File: src/rtl/ooo_issue_queue_pkg.sv
// Types shared by decode, the issue queue and the scalar functional units.
package ooo_issue_queue_pkg;

    localparam int NUM_ARCH_REGS = 32;
    localparam int REG_IDX_W     = 5;
    localparam int SFU_COUNT     = 4;

    // The encoding of each value is also its bit index in fu_ready.
    typedef enum logic [1:0] {
        SFU_ALU = 2'd0,
        SFU_MUL = 2'd1,
        SFU_DIV = 2'd2,
        SFU_BR  = 2'd3
    } scalar_fu_t;

    typedef struct packed {
        logic [31:0]          pc;
        logic [31:0]          instr;
        logic [REG_IDX_W-1:0] reg_rs1;
        logic [REG_IDX_W-1:0] reg_rs2;
        logic [REG_IDX_W-1:0] reg_rd;
        logic                 wen;
        scalar_fu_t           sfu_type;
        logic [31:0]          rs1_data;
        logic [31:0]          rs2_data;
        logic                 halt_instr;
    } issue_entry_t;

endpackage

File: src/rtl/ooo_issue_queue_scoreboard.sv
// Register busy vector: one bit per architectural register with a pending write.
module ooo_scoreboard
    import ooo_issue_queue_pkg::*;
(
    input  logic                 CLK,
    input  logic                 RST,
    input  logic                 set_i,
    input  logic [REG_IDX_W-1:0] set_rd_i,
    input  logic                 clr_i,
    input  logic [REG_IDX_W-1:0] clr_rd_i,
    input  logic [REG_IDX_W-1:0] rs1_i,
    input  logic [REG_IDX_W-1:0] rs2_i,
    output logic                 rs1_busy_o,
    output logic                 rs2_busy_o
);

    logic [NUM_ARCH_REGS-1:0] busy_q, busy_d;

    // Clear first so a same-cycle set of the same register wins; x0 never busy.
    always_comb begin
        busy_d = busy_q;
        if (clr_i) busy_d[clr_rd_i] = 1'b0;
        if (set_i) busy_d[set_rd_i] = 1'b1;
        busy_d[0] = 1'b0;
    end

    // Busy vector register.
    always_ff @(posedge CLK) begin
        if (RST) busy_q <= '0;
        else     busy_q <= busy_d;
    end

    assign rs1_busy_o = busy_q[rs1_i];
    assign rs2_busy_o = busy_q[rs2_i];

endmodule

File: src/rtl/ooo_issue_queue.sv
// In-order issue queue between decode and the scalar functional units.
module ooo_issue_queue
    import ooo_issue_queue_pkg::*;
#(
    parameter int DEPTH  = 4,
    parameter int NUM_FU = SFU_COUNT
) (
    input  logic                         CLK,
    input  logic                         RST,
    input  logic                         dec_valid,
    input  issue_entry_t                 dec_entry,
    output logic                         dec_ready,
    output logic                         iss_valid,
    output issue_entry_t                 iss_entry,
    input  logic [NUM_FU-1:0]            fu_ready,
    input  logic                         wb_valid,
    input  logic [REG_IDX_W-1:0]         wb_rd,
    input  logic                         flush,
    output logic [$clog2(DEPTH+1)-1:0]   count
);

    localparam int PW = $clog2(DEPTH);
    localparam int CW = $clog2(DEPTH+1);

    issue_entry_t   mem_q [DEPTH];
    logic [PW-1:0]  head_q, head_d, tail_q, tail_d;
    logic [CW-1:0]  count_q, count_d;
    issue_entry_t   head;
    logic           rs1_busy, rs2_busy;
    logic           enq_fire, iss_fire, sb_set;

    assign head      = mem_q[head_q];
    assign count     = count_q;
    assign dec_ready = (count_q != CW'(DEPTH)) && !flush;
    assign iss_valid = (count_q != '0) && !rs1_busy && !rs2_busy && !flush;
    assign iss_entry = head;
    assign enq_fire  = dec_valid && dec_ready;
    assign iss_fire  = iss_valid && fu_ready[head.sfu_type];
    assign sb_set    = iss_fire && head.wen && (head.reg_rd != '0);

    ooo_scoreboard u_scoreboard (
        .CLK        (CLK),
        .RST        (RST),
        .set_i      (sb_set),
        .set_rd_i   (head.reg_rd),
        .clr_i      (wb_valid),
        .clr_rd_i   (wb_rd),
        .rs1_i      (head.reg_rs1),
        .rs2_i      (head.reg_rs2),
        .rs1_busy_o (rs1_busy),
        .rs2_busy_o (rs2_busy)
    );

    // Pointer and occupancy next state; flush empties the queue outright.
    always_comb begin
        head_d  = head_q;
        tail_d  = tail_q;
        count_d = count_q;
        if (flush) begin
            head_d  = '0;
            tail_d  = '0;
            count_d = '0;
        end else begin
            if (enq_fire) tail_d = tail_q + PW'(1);
            if (iss_fire) head_d = head_q + PW'(1);
            case ({enq_fire, iss_fire})
                2'b10:   count_d = count_q + CW'(1);
                2'b01:   count_d = count_q - CW'(1);
                default: count_d = count_q;
            endcase
        end
    end

    // Pointer and occupancy registers.
    always_ff @(posedge CLK) begin
        if (RST) begin
            head_q  <= '0;
            tail_q  <= '0;
            count_q <= '0;
        end else begin
            head_q  <= head_d;
            tail_q  <= tail_d;
            count_q <= count_d;
        end
    end

    // Entry storage; contents are only meaningful between head and tail.
    always_ff @(posedge CLK) begin
        if (enq_fire) mem_q[tail_q] <= dec_entry;
    end

endmodule

File: config.mk
export PLATFORM = sky130hd
export DESIGN_NAME = ooo_issue_queue
export DESIGN_NICKNAME = d
export VERILOG_FILES = /design/src/rtl/ooo_issue_queue_pkg.sv /design/src/rtl/ooo_issue_queue_scoreboard.sv /design/src/rtl/ooo_issue_queue.sv
export SDC_FILE = /design/constraint.sdc
export NUM_CORES = 1
export LEC_CHECK = 0
export BUFFER_PORTS_ARGS = -buffer_cell sky130_fd_sc_hd__buf_2
export CAP_MARGIN = 25
export CORE_MARGIN = 8
export CORE_UTILIZATION = 57
export DETAILED_ROUTE_END_ITERATION = 8
export PLACE_DENSITY_LB_ADDON = 0.12
export RECOVER_POWER = 50
export SLEW_MARGIN = 10
export SYNTH_ARGS = -nofsm -noshare
export SYNTH_HDL_FRONTEND = slang
export SYNTH_SLANG_ARGS = --single-unit
File: constraint.sdc
create_clock -name CLK -period 5.1 [get_ports CLK]
set_input_delay 0.255 -clock CLK [delete_from_list [all_inputs] [get_ports CLK]]
set_output_delay 0.255 -clock CLK [all_outputs]
set_load 0.005 [all_outputs]
==> summary.md <==
| Metric | Value |
|---|---|
| Outcome | `finished, violations left` |
| Failing checks | `capacitance limit, slew limit` |
| Fin util | `70.3%` |
| Root Driver | `clkbuf_16` |
| Pwr dens | `359 nW/µm²` |
| Die Y | `220 µm` |
| Pins Over Slew Limit | `77` |
| Mapped Nets | `1241` |
| Ports | `313` |
| Die ar. | `48600 µm²` |
| Worst hold path class | `input port to flip-flop` |
| Final setup TNS | `0 ps` |
| Logic gate share of total power | `4.4%` |
| CP Max Fanout | `34` |
| Worst Skew | `28.6 ps` |
| Initial Util | `57.3%` |
| 1st-iter DRT viols | `972` |
| Post-Syn Area | `23800 µm²` |
| Sw Ratio | `20.2%` |
| Cell internal pwr | `8.38 mW` |
| Vias in the first global route | `13.0k` |
| Rows | `75` |
| Port bufs | `312` |
| Crit share post-route | `84.4%` |
| Vias per inst | `5.76` |
| Post-cts gate resize count | `0` |
| Area growth, synth to finish | `22.8%` |
| Global-route wire length before repair | `78.4 mm` |
| Post-synth EDFFs | `588` |
| Yosys cell types | `50` |
| Total congestion overflow | `0` |
| Minimum clock period | `4300 ps` |
| Cts hold-fix bufs | `147` |
| Peak supply drop | `0.348 mV` |
| Max cap viols | `2` |
| Hold_sp | `flush` |
| Pwr Total | `10.5 mW` |
| Worst Tran Pin Value | `2440 ps` |
| Critical path startpoint category | `flip-flop` |
| Clk sinks | `628` |
| Layout cells sized above 1 | `26.8%` |
| Pleak | `9.49 nW` |
| RSZ-0062 raised after global routing | `no` |
| Core Area | `41600 µm²` |
| Seq pwr share | `54.5%` |
| Final setup fails | `0` |
| CP endpoint kind | `flip-flop` |
| Total CTS buffers | `60` |
| Die width | `220 µm` |
| Mapped Avg Cell Area | `22.2 µm²` |
| Sequential element share of the synthesized area | `77.5%` |
| Crit path kind | `flip-flop to flip-flop` |
| Initial antenna violation count | `6` |
| Postcts setup bufs | `0` |
| DR vias | `12.4k` |
| All-Layer GR Usage | `21.6%` |
| Slew Limit Headroom | `-62.7%` |
| WP data required | `5640 ps` |
| HPWL after DPL | `31.8 mm` |
| Count of final hold-check violations | `0` |
| Seq cells post-synth | `628` |
| CTS tree | `done` |
| Placer Congestion | `0.874` |
| Fmax | `0.232 GHz` |
| Worst hold slack | `67.7 ps` |
| Async SR Flop Fraction | `0%` |
| Final ANT Viol Nets | `0` |
| CTS clk-pin slew, worst paths | `60 ps` |
| YS warnings | `0` |
| H-tree levels | `2` |
| Worst-Skew Late Latency | `630 ps` |
| Routed WL per cell | `24.3 µm` |
| Nets | `1727` |
| Largest net degree at the start of global routing | `148` |
| Sw power | `2.12 mW` |
| Residual DRC count | `0` |
| Initial DRT Pass Iterations | `5` |
| WP data arrival | `4840 ps` |
| CTS Buffer Depth | `3` |
| Clock Power Share | `41.1%` |
| Cells after synthesis | `1074` |
| Drt total wl | `52.4 mm` |
| Top_reg_cell synth | `edfxtp_1` |
## routing by layer
| metal | vias to the layer above | GRT usage, % | share of wire, % |
|---|---|---|---|
| met5 | - | 0 | 0.044 |
| met4 | 4 | 7.83 | 3.0 |
| met3 | 98 | 5.82 | 7.4 |
| met2 | 414 | 35.3 | 50 |
| met1 | 6380 | 27.8 | 39 |
| li1 | 5521 | - | - |
## per-stage QoR
step / instance area (µm²) / setup WS, ps / cells
CTS: 29400 / 793 / 2149
global placement: 26000 / 877 / 1890
global route: 29200 / 598 / 2153
detailed placement: 26000 / 810 / 1890
finish: 29200 / 797 / 2154
floorplan: 23800 / 297 / 1074
## sequential cells by signal (all words and copies together) (netlist names), named ones only
register and count:
count 3, head_q 2, mem_q 588, tail_q 2
u_scoreboard.busy_q 31
## cell type report
class / count / area, µm²
diodes: 5 / 12.5
clock buffers: 77 / 1630
clock inverters: 35 / 319
fillers: 2650 / 12300
inverters: 8 / 30.0
multi-input cells: 388 / 5110
flip-flops and latches: 628 / 18500
well taps: 539 / 674
repair buffers: 474 / 3010
## power groups by stage
stage | combinational, mW | clock [mW] | sequential, mW
floorplan | 0.157 | 0 | 5.84
global placement | 0.369 | 0 | 5.83
detailed placement | 0.380 | 0 | 5.83
CTS | 0.479 | 4.41 | 5.72
global route | 0.495 | 4.59 | 5.73
finish | 0.460 | 4.32 | 5.72
## path summary, 6_finish.rpt
check,endpoint,slack [ps],cells after the start
worst min register to register,flip-flop,480,2
worst min-delay path,flip-flop,70,3
worst max register to register,count[2]$_SDFFE_PP0P_,800,13
worst max-delay path,count[2]$_SDFFE_PP0P_,800,13
## layout by cell type (no fill, tap or decap), types with 8 or more instances in the layout
master / count
clkbuf_1: 161
buf_4: 11
nand2_1: 33
inv_1: 8
clkinv_1: 9
dlygate4sd3_1: 147
nor2_1: 10
o41ai_1: 31
edfxtp_1: 588
mux2i_1: 35
mux4_2: 148
o21ai_0: 17
dfxtp_1: 38
clkbuf_16: 60
nand3b_1: 19
clkinv_2: 11
buf_2: 162
nor2b_1: 20
## cells by family (layout without fill, tap and decap cells)
| family | count (synthesis) | after routing | synth area share [%] |
|---|---|---|---|
| AO/OA/AOI/OAI | 66 | 66 | 2.03 |
| XOR/XNOR | 3 | 3 | 0.110 |
| adder cells (fa/ha/maj) | 6 | 6 | 0.347 |
| buffers and inverters | 58 | 594 | 1.12 |
| flip-flops | 628 | 628 | 77.5 |
| multiplexers | 187 | 187 | 15.7 |
| other | 0 | 5 | 0 |
| AND/OR/NAND/NOR | 126 | 126 | 3.17 |
## critical path, stage by stage (launching register included)
cell     delay (ps)
dfxtp_4         610
mux4_1          810
mux2i_1         180
mux4_2          480
and3b_1         180
or4_4           520
nand3_4         330
inv_1            90
ha_1            220
inv_1            70
fa_1            180
xor2_1           70
or3_1           300
a21oi_1         140
## cells in the mapped netlist, types with 8 or more instances
cell / instances / share of area [%]
mux4_2: 148 / 14
nor2b_1: 20 / 0.53
o21ai_0: 17 / 0.36
clkbuf_1: 23 / 0.36
o41ai_1: 31 / 1.1
mux2i_1: 35 / 1.5
buf_1: 15 / 0.24
inv_1: 8 / 0.13
nor2_1: 10 / 0.16
nand3b_1: 19 / 0.60
edfxtp_1: 588 / 74
dfxtp_1: 40 / 3.4
nand2_1: 33 / 0.52
No activity file was read; power rests on OpenSTA's default activity.
